**src/rtl/ccff_chain_loader_pkg.sv**
```systemverilog
`default_nettype none
// ============================================================================
// Module      : ccff_chain_loader_pkg
// Description : Shared state encoding and default sizes for the ccff loader.
// Revision    : 1.0 - initial release
// ============================================================================
package ccff_chain_loader_pkg;

  localparam int c_chain_len_def = 32;
  localparam int c_word_w_def    = 8;

  typedef enum logic [1:0] {
    ST_IDLE  = 2'd0,
    ST_LOAD  = 2'd1,
    ST_SHIFT = 2'd2,
    ST_DONE  = 2'd3
  } ccff_state_e;

endpackage
`default_nettype wire

```
**src/rtl/ccff_word_serializer.sv**
```systemverilog
`default_nettype none
// ============================================================================
// Module      : ccff_word_serializer
// Description : Holds one bitstream word and presents it LSB-first.
// Revision    : 1.0 - initial release
// ============================================================================
module ccff_word_serializer
  import ccff_chain_loader_pkg::*;
#(
  parameter int WORD_W = c_word_w_def
) (
  input  logic              clk,
  input  logic              rst,
  input  logic              i_load,
  input  logic              i_shift,
  input  logic [WORD_W-1:0] i_word,
  output logic              o_bit,
  output logic              o_last
);

  localparam int c_idx_w = (WORD_W > 1) ? $clog2(WORD_W) : 1;

  logic [WORD_W-1:0]  r_word;
  logic [c_idx_w-1:0] r_idx;

  always_ff @(posedge clk or posedge rst) begin
    if (rst) begin
      r_word <= '0;
      r_idx  <= '0;
    end else if (i_load) begin
      r_word <= i_word;
      r_idx  <= '0;
    end else if (i_shift) begin
      r_word <= r_word >> 1;
      r_idx  <= r_idx + c_idx_w'(1);
    end
  end

  assign o_bit  = r_word[0];
  assign o_last = (r_idx == c_idx_w'(WORD_W - 1));

endmodule
`default_nettype wire

```
**src/rtl/ccff_chain_loader.sv**
```systemverilog
`default_nettype none
// ============================================================================
// Module      : ccff_chain_loader
// Description : Streams host bitstream words serially into a ccff chain.
//               Optional tail integrity check: define CCFF_TAIL_CHECK_EN.
// Revision    : 1.0 - initial release
// ============================================================================
module ccff_chain_loader
  import ccff_chain_loader_pkg::*;
#(
  parameter int CHAIN_LEN = c_chain_len_def,
  parameter int WORD_W    = c_word_w_def
) (
  input  logic              prog_clk,
  input  logic              prog_reset,
  input  logic              start,
  input  logic              abort,
  input  logic [WORD_W-1:0] cfg_data,
  input  logic              cfg_valid,
  output logic              cfg_ready,
  output logic              ccff_head,
  output logic              ccff_clk_en,
  input  logic              ccff_tail,
  output logic              busy,
  output logic              done,
  output logic              tail_err
);

  localparam int c_cnt_w = $clog2(CHAIN_LEN + 1);

  ccff_state_e        r_state;
  ccff_state_e        w_state_nxt;
  logic [c_cnt_w-1:0] r_cnt;
  logic [c_cnt_w-1:0] w_cnt_nxt;
  logic               w_start_ok;
  logic               w_accept;
  logic               w_shift;
  logic               w_cnt_full;
  logic               w_bit;
  logic               w_last;

  // abort gates the handshake and the chain clock so it always wins
  assign w_start_ok = (r_state == ST_IDLE) && start && !abort;
  assign w_accept   = (r_state == ST_LOAD) && cfg_valid && !abort;
  assign w_shift    = (r_state == ST_SHIFT) && !abort;
  assign w_cnt_nxt  = r_cnt + c_cnt_w'(1);
  assign w_cnt_full = (w_cnt_nxt == c_cnt_w'(CHAIN_LEN));

  always_ff @(posedge prog_clk or posedge prog_reset) begin
    if (prog_reset) begin
      r_state <= ST_IDLE;
    end else begin
      r_state <= w_state_nxt;
    end
  end

  always_comb begin
    w_state_nxt = r_state;
    case (r_state)
      ST_IDLE: begin
        if (w_start_ok) w_state_nxt = ST_LOAD;
      end
      ST_LOAD: begin
        if (abort)          w_state_nxt = ST_IDLE;
        else if (cfg_valid) w_state_nxt = ST_SHIFT;
      end
      ST_SHIFT: begin
        if (abort)           w_state_nxt = ST_IDLE;
        else if (w_cnt_full) w_state_nxt = ST_DONE;
        else if (w_last)     w_state_nxt = ST_LOAD;
      end
      ST_DONE: begin
        w_state_nxt = ST_IDLE;
      end
      default: begin
        w_state_nxt = ST_IDLE;
      end
    endcase
  end

  // leaving SHIFT on reaching CHAIN_LEN keeps the count bounded
  always_ff @(posedge prog_clk or posedge prog_reset) begin
    if (prog_reset) begin
      r_cnt <= '0;
    end else if (r_state == ST_IDLE) begin
      r_cnt <= '0;
    end else if (w_shift) begin
      r_cnt <= w_cnt_nxt;
    end
  end

  ccff_word_serializer #(
    .WORD_W (WORD_W)
  ) u_serializer (
    .clk     (prog_clk),
    .rst     (prog_reset),
    .i_load  (w_accept),
    .i_shift (w_shift),
    .i_word  (cfg_data),
    .o_bit   (w_bit),
    .o_last  (w_last)
  );

  assign cfg_ready   = (r_state == ST_LOAD) && !abort;
  assign ccff_clk_en = w_shift;
  assign ccff_head   = w_shift && w_bit;
  assign busy        = (r_state != ST_IDLE);
  assign done        = (r_state == ST_DONE);

`ifdef CCFF_TAIL_CHECK_EN
  logic r_tail_err;

  // chain flops reset to 0, so a 1 at the tail mid-load means a short chain
  always_ff @(posedge prog_clk or posedge prog_reset) begin
    if (prog_reset) begin
      r_tail_err <= 1'b0;
    end else if (w_start_ok) begin
      r_tail_err <= 1'b0;
    end else if ((r_state == ST_SHIFT) && ccff_tail) begin
      r_tail_err <= 1'b1;
    end
  end

  assign tail_err = r_tail_err;
`else
  logic w_unused_tail;
  assign w_unused_tail = ccff_tail;
  assign tail_err      = 1'b0;
`endif

endmodule
`default_nettype wire

```
**config.mk**
```make
export PLATFORM = sky130hd
export DESIGN_NAME = ccff_chain_loader
export DESIGN_NICKNAME = d
export VERILOG_FILES = /design/src/rtl/ccff_chain_loader_pkg.sv /design/src/rtl/ccff_word_serializer.sv /design/src/rtl/ccff_chain_loader.sv
export SDC_FILE = /design/constraint.sdc
export NUM_CORES = 1
export LEC_CHECK = 0
export CAP_MARGIN = 30
export CORE_ASPECT_RATIO = 0.8
export CORE_UTILIZATION = 50
export CTS_CLUSTER_DIAMETER = 60
export DETAILED_ROUTE_END_ITERATION = 6
export PLACE_DENSITY = 0.79
export SYNTH_ARGS = -nofsm -noshare
export SYNTH_HDL_FRONTEND = slang
export SYNTH_SLANG_ARGS = --single-unit
```
**constraint.sdc**
```tcl
create_clock -name prog_clk -period 1.65 [get_ports prog_clk]
set_input_delay 0.33 -clock prog_clk [delete_from_list [all_inputs] [get_ports prog_clk]]
set_output_delay 0.33 -clock prog_clk [all_outputs]
set_load 0.03 [all_outputs]
```
==> results of run 1 <==
cell type report:
| type | count | area, um^2 |
|---|---|---|
| well taps | 24 | 30.0 |
| flip-flops and latches | 19 | 475 |
| clock buffers | 3 | 22.5 |
| fillers | 139 | 546 |
| repair buffers | 36 | 320 |
| inverters | 2 | 10.0 |
| clock inverters | 1 | 5.00 |
| multi-input cells | 73 | 500 |
metrics by stage:
stage | instances | util (%) | setup TNS (ps) | instance area [um^2]
after CTS | 156 | 70.2 | -440 | 1340
after detailed placement | 150 | 67.0 | -2240 | 1280
after global placement | 150 | 67.0 | -2020 | 1280
after global routing | 158 | 71.4 | -499 | 1360
final | 158 | 71.4 | -408 | 1360
after floorplan | 101 | - | -7.34 | 1030
final timing paths:
path | from | to | slack, ps | cells after the start
min in group prog_clk | u_serializer.r_word[6] | u_serializer.r_word[6] | 490 | 1
worst max-delay path | r_state[0] | ccff_head | -220 | 5
max in group asynchronous | prog_reset | r_cnt[1] | 1120 | 3
worst min register to register | u_serializer.r_word[6] | u_serializer.r_word[6] | 490 | 1
worst max register to register | r_state[0] | u_serializer.r_word[1] | 60 | 8
worst min-delay path | prog_reset | u_serializer.r_word[5] | 330 | 3
synth_stat cells, types with 2 or more instances:
master and n:
xor2_1 3, nor2_1 4, buf_4 3, o21ai_0 6, and2_1 2, dfrtp_1 19, nand3_1 7, a21o_1 7
a31oi_1 2, ha_1 3, nand2_1 12, a21oi_1 4, a22o_1 7
worst register-to-register path, cell delays in order (launching register included):
cell	delay, ps
dfrtp_1	400
buf_6	120
buf_4	150
nand2b_4	90
nor3b_4	50
buf_4	160
buf_4	140
a22o_1	220
a21o_1	150
where the power goes:
part | switching, mW | internal, mW | total, mW
combinational | 0.118 | 0.147 | 0.265
clock | 0.150 | 0.0907 | 0.241
sequential | 0.0589 | 0.558 | 0.617
total | 0.326 | 0.796 | 1.12
flip-flops by register name, indices dropped and copies added, names as in the netlist:
signal	count
u_serializer.r_word	8
r_cnt	6
u_serializer.r_idx	3
r_state	2
cell families (layout without fill, tap and decap cells):
family | Yosys count | after routing | synth area share (%)
flip-flops | 19 | 19 | 46.1
AO/OA/AOI/OAI | 30 | 30 | 20.6
multiplexers | 1 | 1 | 0.971
XOR/XNOR | 3 | 3 | 2.55
AND/OR/NAND/NOR | 35 | 35 | 19.2
buffers and inverters | 9 | 42 | 6.55
adder cells (fa/ha/maj) | 3 | 3 | 3.64
other | 1 | 1 | 0.364
layer usage:
layer / vias up / GRT usage (%) / share of wire (%)
met5: - / 0 / 0
met1: 403 / 29.4 / 46
met2: 23 / 35.4 / 47
met4: 0 / 4.74 / 0.89
li1: 423 / - / -
met3: 4 / 7.61 / 5.2
what timing repair did:
action	CTS	global route
pin swaps	0	1
buffers inserted	2	3
resized for setup	8	7
endpoints found under the setup margin	3	13
==> summary.md, run 1 <==
| Metric | Value |
|---|---|
| Status | `finished, violations left` |
| Failing checks | `setup timing` |
| Final critical-path required period | `1870 ps` |
| Max Transition Viols Final | `0` |
| Synth area leader | `dfrtp_1` |
| GRT Util Overall | `between 20% and 30%` |
| Fmax | `535 MHz` |
| Post-synth EDFFs | `0` |
| Floorplan row count | `14` |
| Die X | `approximately 53 um` |
| Worst path max stage delay | `around 400 ps` |
| Worst vdd ir | `0.624 mV` |
| Root buffer cell | `clkbuf_4` |
| CTS clk-pin slew, worst paths | `about 110 ps` |
| # nets final | `around 150` |
| CP Capture Type | `primary output` |
| Maxcap violations | `0` |
| Syn Area/Cell | `just over 10 um^2` |
| Remaining DRCs | `0` |
| Later-pin clock latency in the skew report | `around 310 ps` |
| Full die area | `0.00225 mm^2` |
| Period utilization | `113%` |
| Final Setup Violations | `2` |
| CTS tree | `built` |
| Post-Syn Area | `between 0.001 and 0.0015 mm^2` |
| Leak | `0.680 nW` |
| Drt total wl | `roughly 2100 um` |
| Post-synthesis register bit count | `19` |
| Yosys top cell area share | `between 40% and 50%` |
| Top Ports | `20` |
| Worst Path Required | `between 1000 and 1500 ps` |
| Cells after Synth | `101` |
| Post-route ant nets | `0` |
| Number of buffers inserted by port buffering | `17` |
| WP data arrival | `between 1500 and 2000 ps` |
| Synth Net Count | `between 100 and 150` |
| Starting Density | `between 50% and 60%` |
| Average routed wire per standard cell | `roughly 14 um` |
| Detail Placement HPWL | `1610 um` |
| Worst-path maximum fanout | `3` |
| Vias in the first global route | `about 800` |
| Main synth FF type | `dfrtp_1` |
| Antenna diode count | `0` |
| Most used cell, CP | `buf_6` |
| Largest net degree at the start of global routing | `20` |
| 1st-pass router iterations | `4` |
| Critical-path top delay cell | `dfrtp_1` |
| Top cells by area, synth | `dfrtp_1 46%, a22o_1 5.9%, a21o_1 5.1%` |
| Overall Power | `about 1.1 mW` |
| Total grt overflow | `0` |
| Commonest cells after routing, fill and taps aside | `19 x dfrtp_1, 17 x buf_4, 12 x nand2_1, 12 x clkdlybuf4s50_1` |
| RD Place Congestion | `0.761` |
| Worst setup margin | `-220 ps` |
| Worst setup SP type | `flop` |
| Pwr Density | `roughly 820 mW/mm^2` |
| Buffers and inverters on the worst path | `3` |
| RSZ-0062 raised after global routing | `yes` |
| Async set or reset register ratio after synthesis | `between 90% and 100%` |
| Hold Vio Cnt, Final | `0` |
| CP cell instances | `buf_6 > or3b_4 > inv_4 > and2_4 > buf_6` |
| Worst Hold Class | `in2async` |
| Total core area | `0.00191 mm^2` |
| TritonCTS Sinks | `19` |
| Final Skew | `approximately 1.1 ps` |
| Delay-heaviest family, CP | `simple AND/OR/NAND/NOR gates` |
| Clock H-tree levels | `1` |
| Unique masters post-synth | `35` |
| CTS Hold Bufs | `0` |
| Sequential area share after synthesis | `roughly 46%` |
| Crit Path Category | `reg2out` |
| Layout cells sized above 1 | `~29%` |
| Initial antenna violation count | `0` |
| Area grow syn2layout | `32.3%` |
| First-pass GRT wire length | `3590 um` |
| CTS Buffer Depth | `2` |
| Chip height | `between 40 and 50 um` |
| Worst slack at placement | `-227 ps` |
| Via Count | `853` |
| Yosys warning count | `0` |
| Most common cell after layout, fill and taps aside | `dfrtp_1` |
| Number of DRC markers in iteration 0 | `22` |
| Vias per std cell | `around 5.4` |
| Final Hold Slack | `around 330 ps` |
| Num CTS Buffers | `3` |
(Power assumes the default switching activity.)
==> run 2: changes to the inputs <==
--- a/config.mk
+++ b/config.mk
@@ -10,3 +10,2 @@
 export CORE_UTILIZATION = 50
-export CTS_CLUSTER_DIAMETER = 60
 export DETAILED_ROUTE_END_ITERATION = 6
==> constraint.sdc (replaced) <==
create_clock -name prog_clk -period 1.65 [get_ports prog_clk]
set_input_delay 0.495 -clock prog_clk [delete_from_list [all_inputs] [get_ports prog_clk]]
set_output_delay 0.495 -clock prog_clk [all_outputs]
set_load 0.03 [all_outputs]
==> summary.md, run 2 (same netlist as run 1, synthesis figures left out) <==
| Metric | Value |
|---|---|
| Total core area | `0.00191 mm^2 (unchanged)` |
| CTS Hold Bufs | `0 (unchanged)` |
| Worst Path Required | `1150 ps (-170 ps)` |
| # nets final | `154 (+1.3%)` |
| Largest net degree at the start of global routing | `20 (unchanged)` |
| Fillers | `146 (+5.0%)` |
| Period utilization | `125% (+11 points)` |
| Post-route cell area | `0.00141 mm^2 (+3.1%)` |
| Worst setup SP type | `flop` |
| First-pass GRT wire length | `3660 um (+2.1%)` |
| Commonest cells after routing, fill and taps aside | `19 x dfrtp_1, 14 x buf_4, 12 x nand2_1` |
| Detail Placement HPWL | `1520 um (-5.4%)` |
| Cell Count, Final, Fillers Out | `160 (+1.3%)` |
| Remaining DRCs | `0 (unchanged)` |
| Num CTS Buffers | `3 (unchanged)` |
| Delay-heaviest family, CP | `simple AND/OR/NAND/NOR gates` |
| Later-pin clock latency in the skew report | `310 ps (about the same)` |
| CP Capture Type | `primary output` |
| Final critical-path required period | `2060 ps (+185 ps)` |
| Drt total wl | `2300 um (+7.7%)` |
| RD Place Congestion | `0.708 (-7.0%)` |
| Maxcap violations | `0 (unchanged)` |
| GRT Util Overall | `23.2% (+0.87 points)` |
| WP data arrival | `1560 ps (+20 ps)` |
| Most common cell after layout, fill and taps aside | `dfrtp_1` |
| Biggest regs | `u_serializer.r_word (8), r_cnt (6), u_serializer.r_idx (3)` |
| Worst path max stage delay | `410 ps (about the same)` |
| CP cell instances | `buf_6 > or3b_4 > inv_4 > and2_4 > buf_6` |
| Full die area | `0.00225 mm^2 (unchanged)` |
| Worst slack at placement | `-511 ps (-284 ps)` |
| Top Ports | `20 (unchanged)` |
| Total negative slack | `-1220 ps (-814 ps)` |
| Fin util | `73.7% (+2.2 points)` |
| Number of buffers inserted by port buffering | `17 (unchanged)` |
| CTS tree | `built` |
| Floorplan row count | `14 (unchanged)` |
| Max Transition Viols Final | `0 (unchanged)` |
| Vias in the first global route | `838 (+4.4%)` |
| Buffers and inverters on the worst path | `3 (unchanged)` |
| Worst Hold Class | `in2async` |
| Chip height | `42.6 um (unchanged)` |
| Total grt overflow | `0 (unchanged)` |
| CTS Buffer Depth | `2 (unchanged)` |
| Number of DRC markers in iteration 0 | `15 (-32%)` |
| 1st-pass router iterations | `4 (unchanged)` |
| Fmax | `487 MHz (-9.0%)` |
| Crit Path Category | `reg2out` |
| Most used cell, CP | `buf_6` |
| Area grow syn2layout | `36.4%` |
| Pwr Density | `820 mW/mm^2 (-0.39%)` |
| Final Setup Violations | `6 (+4)` |
| Die X | `52.8 um (unchanged)` |
| Clock H-tree levels | `1 (unchanged)` |
| Worst-path maximum fanout | `4 (+1)` |
| Starting Density | `54.0% (unchanged)` |
| TritonCTS Sinks | `19 (unchanged)` |
| Leak | `0.696 nW (+2.3%)` |
| Hold Vio Cnt, Final | `0 (unchanged)` |
| Status | `finished, violations left` |
| Post-route ant nets | `0 (unchanged)` |
| Failing checks | `setup timing` |
| Initial antenna violation count | `0 (unchanged)` |
| Vias per std cell | `5.50 (+1.9%)` |
| RSZ-0062 raised after global routing | `yes` |
| Root buffer cell | `clkbuf_4` |
| Layout cells sized above 1 | `29.4% (+0.31 points)` |
| CTS clk-pin slew, worst paths | `130 ps (+20 ps)` |
| Largest register by flop count | `u_serializer.r_word` |
| Final Skew | `10.3 ps (+9.20 ps)` |
| Antenna diode count | `0 (unchanged)` |
| Critical-path top delay cell | `dfrtp_1` |
| Via Count | `880 (+3.2%)` |
| Area post-placement | `0.00126 mm^2 (-1.2%)` |
| Worst setup margin | `-405 ps (-185 ps)` |
| Max reg flops | `8 (unchanged)` |
| Worst vdd ir | `0.608 mV (-2.6%)` |
| Placed Cells | `148 (-1.3%)` |
| Average routed wire per standard cell | `14.4 um (+6.4%)` |
==> run 2: cell types whose count changed in the layout (fill, tap and decap cells not counted), sizes merged <==
cell	change
clkinv	-1
dlygate4sd2	+1
clkdlybuf4s50	-1
clkinvlp	+1
buf	+2
==> run 2: repair_timing <==
action | CTS | global route
endpoints found under the setup margin | 5 | 13
pin swaps | 8 | 4
setup buffers | 3 | 6
resized for setup | 17 | 8
endpoints found under the hold margin | 0 | 0
==> run 2: worst reg2reg max path, stage by stage (launching register included) <==
cell and delay (ps):
dfrtp_1 410, buf_6 120, buf_4 120, buf_8 120, nand2b_4 70, buf_6 100, nor3b_4 40, buf_6 130
buf_6 120, a22o_1 200, a21o_1 150
==> run 2: stage by stage <==
| stage | power (mW) | hold WS, ps |
|---|---|---|
| finish | 1.15 | 494 |
| detailed placement | 0.874 | 466 |
| global placement | 0.857 | 460 |
| CTS | 1.14 | 495 |
| global route | 1.22 | 524 |
| floorplan | 0.777 | 446 |
==> run 2: worst paths after layout <==
kind	from	end	slack (ps)	depth (start not counted)
worst max-delay path	r_state[0]	ccff_head	-410	5
worst min-delay path	prog_reset	u_serializer.r_idx[2]	490	3
worst max register to register	r_state[0]	u_serializer.r_word[1]	-10	10
worst min register to register	u_serializer.r_word[4]	u_serializer.r_word[4]	490	1
max in group asynchronous	prog_reset	r_cnt[4]	940	3
min in group prog_clk	u_serializer.r_word[4]	u_serializer.r_word[4]	490	1
==> run 2: metal layers <==
layer / vias to the layer above / share of wire (%) / GRT usage (%)
li1: 423 / - / -
met1: 435 / 47 / 30.0
met2: 20 / 48 / 35.9
met3: 2 / 4.8 / 8.33
met4: 0 / 0.83 / 7.37
met5: - / 0 / 0
==> run 2: layout make-up <==
class                      count  area, um^2  area share (%)
timing repair buffer          38         363            25.8
sequential                    19         475            33.8
tap                           24        30.0            2.14
multi-input combinational     73         498            35.4
inverter                       2        10.0           0.712
clock buffer                   3        22.5            1.60
clock inverter                 1        7.51           0.534
==> run 2: report_power, final <==
group	switching [mW]	internal (mW)	total (mW)
sequential	0.0585	0.557	0.616
combinational	0.120	0.160	0.280
clock	0.164	0.0926	0.257
total	0.343	0.810	1.15
==> RTL change 1: new RTL, settings of run 1 <==
The 4 states of `ccff_state_e` get a Gray code encoding in 2 bits.
--- a/src/rtl/ccff_chain_loader_pkg.sv
+++ b/src/rtl/ccff_chain_loader_pkg.sv
@@ -12,6 +12,6 @@
   typedef enum logic [1:0] {
-    ST_IDLE  = 2'd0,
-    ST_LOAD  = 2'd1,
-    ST_SHIFT = 2'd2,
-    ST_DONE  = 2'd3
+    ST_IDLE  = 2'b00,
+    ST_LOAD  = 2'b01,
+    ST_SHIFT = 2'b11,
+    ST_DONE  = 2'b10
   } ccff_state_e;
Function: no difference found for any inputs over 10 cycles, from zero or initial values and one cycle with prog_reset high; not proved beyond that.
==> RTL change 1 against run 1 <==
- sequential cell count unchanged
- routed wire length down 8.8%
- area after synthesis down 2.7%
- cell count down 3.2%
- worst setup slack better by 0.28 ns
- total power down 13%
- design area down 5.3%
- fmax up 18%
- critical path type unchanged
- highest routed layer unchanged
==> RTL change 1: results (changes against run 1) <==
Detailed routing
  • DR iter-0 viols: 13 (was 22)
  • Drt via density: 5.35 (was 5.40)
  • Final WL: 1.95 mm (was 2.14 mm)

Synth
  • Post-synthesis sequential area ratio: 0.474 (was 0.461)
  • Post-synthesis compound-gate area fraction: 0.171 (was 0.206)
  • Mapped Cells: 100 (was 101)
  • Number of distinct library cells after synthesis: 31 (was 35)
  • Synth area leaders: dfrtp_1 47%, nand2_1 10%, a22oi_1 5.2% (was dfrtp_1 46%, a22o_1 5.9%, a21o_1 5.1%)
  • Synth Area in Adders: 0.0374 (was 0.0364)
  • Multiplexer share of the synthesized area: 0 (was 0.00971)
  • Syn_nets: 117 (was 118)

Global routing
  • Gr usage total: 0.215 (was 0.223)
  • First-pass GRT wire length: 3.44 mm (was 3.59 mm)
  • Vias in the first global route: 774 (was 803)

Power
  • Sw Ratio: 0.275 (was 0.291)
  • Max VDD drop: 0.000521 V (was 0.000624 V)
  • Gate power share: 0.177 (was 0.236)
  • Clk pwr share: 0.252 (was 0.214)
  • Seq pwr: 0.555 mW (was 0.617 mW)
  • Leakage power: 0.657 nW (was 0.680 nW)

Setup path
  • Reg2Reg Capture Point: r_state[0] (was u_serializer.r_word[1])
  • Critical Path End: busy (was ccff_head)
  • Arrival @ worst endpoint: 1.26 ns (was 1.54 ns)
  • Worst R2R Setup Slack: 0.20 ns (was 0.06 ns)

Place
  • Placement Cell Area: 1230 µm² (was 1280 µm²)
  • GP Congestion: 0.769 (was 0.761)

Timing
  • Worst Skew: 0.00804 ns (was 0.00111 ns)

Cells and area
  • Share of layout cells above drive strength 1: 0.248 (was 0.291)

Status
  • Outcome: finished clean (was complete, but fails checks)
RTL change 1: changes by cell type in the layout (fill, tap and decap cells not counted), sizes merged, moves of 5 or more:
cell,before,now
nand3,7,2
a22oi,0,7
nand2,12,28
a21o,7,0
buf,24,17
a22o,7,0
RTL change 1: critical path, stage by stage, from the launching register on:
cell,delay [ns]
dfrtp_1,0.40
buf_6,0.13
or2_4,0.28
buf_6,0.15
RTL change 1: metrics by stage:
step / hold WS (ns) / setup slack (ns)
2_1_floorplan: 0.281 / 0.106
3_3_place_gp: 0.458 / -0.0405
3_5_place_dp: 0.461 / -0.0504
4_1_cts: 0.333 / 0.0136
5_1_grt: 0.370 / 0.0136
6_report: 0.327 / 0.0603
RTL change 1: layer usage:
| layer | vias up | part of all wire | track usage |
|---|---|---|---|
| li1 | 405 | - | - |
| met1 | 398 | 0.46 | 0.281 |
| met2 | 11 | 0.49 | 0.338 |
| met3 | 4 | 0.034 | 0.0652 |
| met4 | 0 | 0.013 | 0.0649 |
| met5 | - | 0 | 0 |
RTL change 1: cells by family after synthesis:
kind of cell,after synthesis
AND/OR/NAND/NOR,43
AO/OA/AOI/OAI,24
flip-flops,19
buffers and inverters,8
adder cells (fa/ha/maj),3
XOR/XNOR,2
other,1
RTL change 1: layout make-up:
type                            instances  area (µm²)
Inverter                                3        16.3
Multi-Input combinational cell         73         473
Timing Repair Buffer                   30         270
Fill cell                             151         601
Clock buffer                            4        26.3
Tap cell                               24        30.0
Sequential cell                        19         475
RTL change 1: timing repair:
action                                  CTS  global route
hold buffers                              0             0
endpoints found under the setup margin    3             3
pin swaps                                 0             1
setup buffers                             0             1
gates resized for setup                   6             3
==> RTL change 2: new RTL, flow settings as in run 1 <==
Without the edit above. The package constant `c_chain_len_def` goes from 32 to 16.
--- a/src/rtl/ccff_chain_loader_pkg.sv
+++ b/src/rtl/ccff_chain_loader_pkg.sv
@@ -8,3 +8,3 @@
 
-  localparam int c_chain_len_def = 32;
+  localparam int c_chain_len_def = 16;
   localparam int c_word_w_def    = 8;
Behaviour: no difference found for any inputs over 10 cycles, from zero or initial values and one cycle with prog_reset high; that may be too few to reach the edited logic, so the function may still have changed.
==> RTL change 2 against run 1 <==
- the run still ends with setup timing left
- largest cell class is now sequential cells
- sequential cell count is 1 lower
- critical endpoint unchanged
- global-route usage up 2.0 points
- design area shrank 6.9%
- area after synthesis shrank 11%
- clock power increased by 16%
- total power up 7.6%
- die area shrank 10%
- routed wire length up 6.1%
- worst setup slack better by 0.022 ns
==> RTL change 2: results (changes against run 1) <==
Power
  • Leakage power: 0.640 nW (was 0.680 nW)
  • Gate power share: 0.250 (was 0.236)
  • Sw Ratio: 0.288 (was 0.291)

Setup path
  • Delay-heaviest family, CP: buffers and inverters (was simple AND/OR/NAND/NOR gates)
  • CP max-delay cell: clkdlybuf4s50_1 (was dfrtp_1)
  • Reg2Reg Capture Point: r_cnt[2] (was u_serializer.r_word[1])
  • Worst stage delay on the critical path: 0.45 ns (was 0.40 ns)
  • Arrival @ worst endpoint: 1.52 ns (was 1.54 ns)

Cells and area
  • Filler instances: 112 (was 139)
  • Regs by FF count: u_serializer.r_word (8), r_cnt (5), u_serializer.r_idx (3) (was u_serializer.r_word (8), r_cnt (6), u_serializer.r_idx (3))

Synth
  • Post-synth top cells: 18 x dfrtp_1, 8 x a22o_1, 8 x nand2_1, 8 x nand3_1, 7 x a21o_1 (was 19 x dfrtp_1, 12 x nand2_1, 7 x a21o_1, 7 x a22o_1, 7 x nand3_1)
  • Synthesized area per cell: 10.1 µm² (was 10.2 µm²)
  • Synth area leaders: dfrtp_1 49%, a22o_1 7.6%, a21o_1 5.7% (was dfrtp_1 46%, a22o_1 5.9%, a21o_1 5.1%)

Global routing
  • Vias in the first global route: 737 (was 803)
  • GR Util met1: 0.293 (was 0.294)

Place
  • GP Congestion: 0.798 (was 0.761)
  • Dpl hpwl: 1.44 mm (was 1.61 mm)
  • DP Worst Slack: -0.224 ns (was -0.227 ns)

Timing
  • Final setup violation count: 3 (was 2)
  • Worst Skew: 0.00119 ns (was 0.00111 ns)
  • Worst setup margin: -0.198 ns (was -0.220 ns)
  • Hold WS: 0.375 ns (was 0.332 ns)

Status
  • Violated checks: setup timing (unchanged)
  • Outcome: complete, but fails checks (unchanged)

Detailed routing
  • Final WL: 2.27 mm (was 2.14 mm)
  • Drt via density: 5.66 (was 5.40)
  • Met3 WL: 128 µm (was 111 µm)
[RTL change 2: cell count changes after synthesis, moves of 2 or more]
cell            run 1  this run
nand2_1            12         8
inv_1               1         3
a31oi_1             2         0
o21ai_0             6         4
buf_4               3         1
[RTL change 2: cells by family (layout without fill, tap and decap cells)]
family          after synthesis  after routing  share of synthesized area
compound gates               26             26                      0.199
xor+xnor                      3              3                     0.0285
fa+ha+maj                     3              3                     0.0407
buf+inv                       9             39                     0.0516
flops                        18             18                      0.488
other cells                   1              1                    0.00407
simple gates                 31             31                      0.187
[RTL change 2: area by class of cell]
type,count,share of cell area
clock buffers,4,0.0286
inverters,4,0.0158
multi-input cells,64,0.346
flip-flops and latches,18,0.355
well taps,22,0.0217
repair buffers,31,0.233
[RTL change 2: stage by stage]
step           TNS (ns)  power [mW]
3_5_place_dp      -2.73       0.920
2_1_floorplan         0       0.799
5_1_grt          -0.622        1.26
3_3_place_gp      -2.36       0.897
6_report         -0.524        1.21
4_1_cts          -0.499        1.21
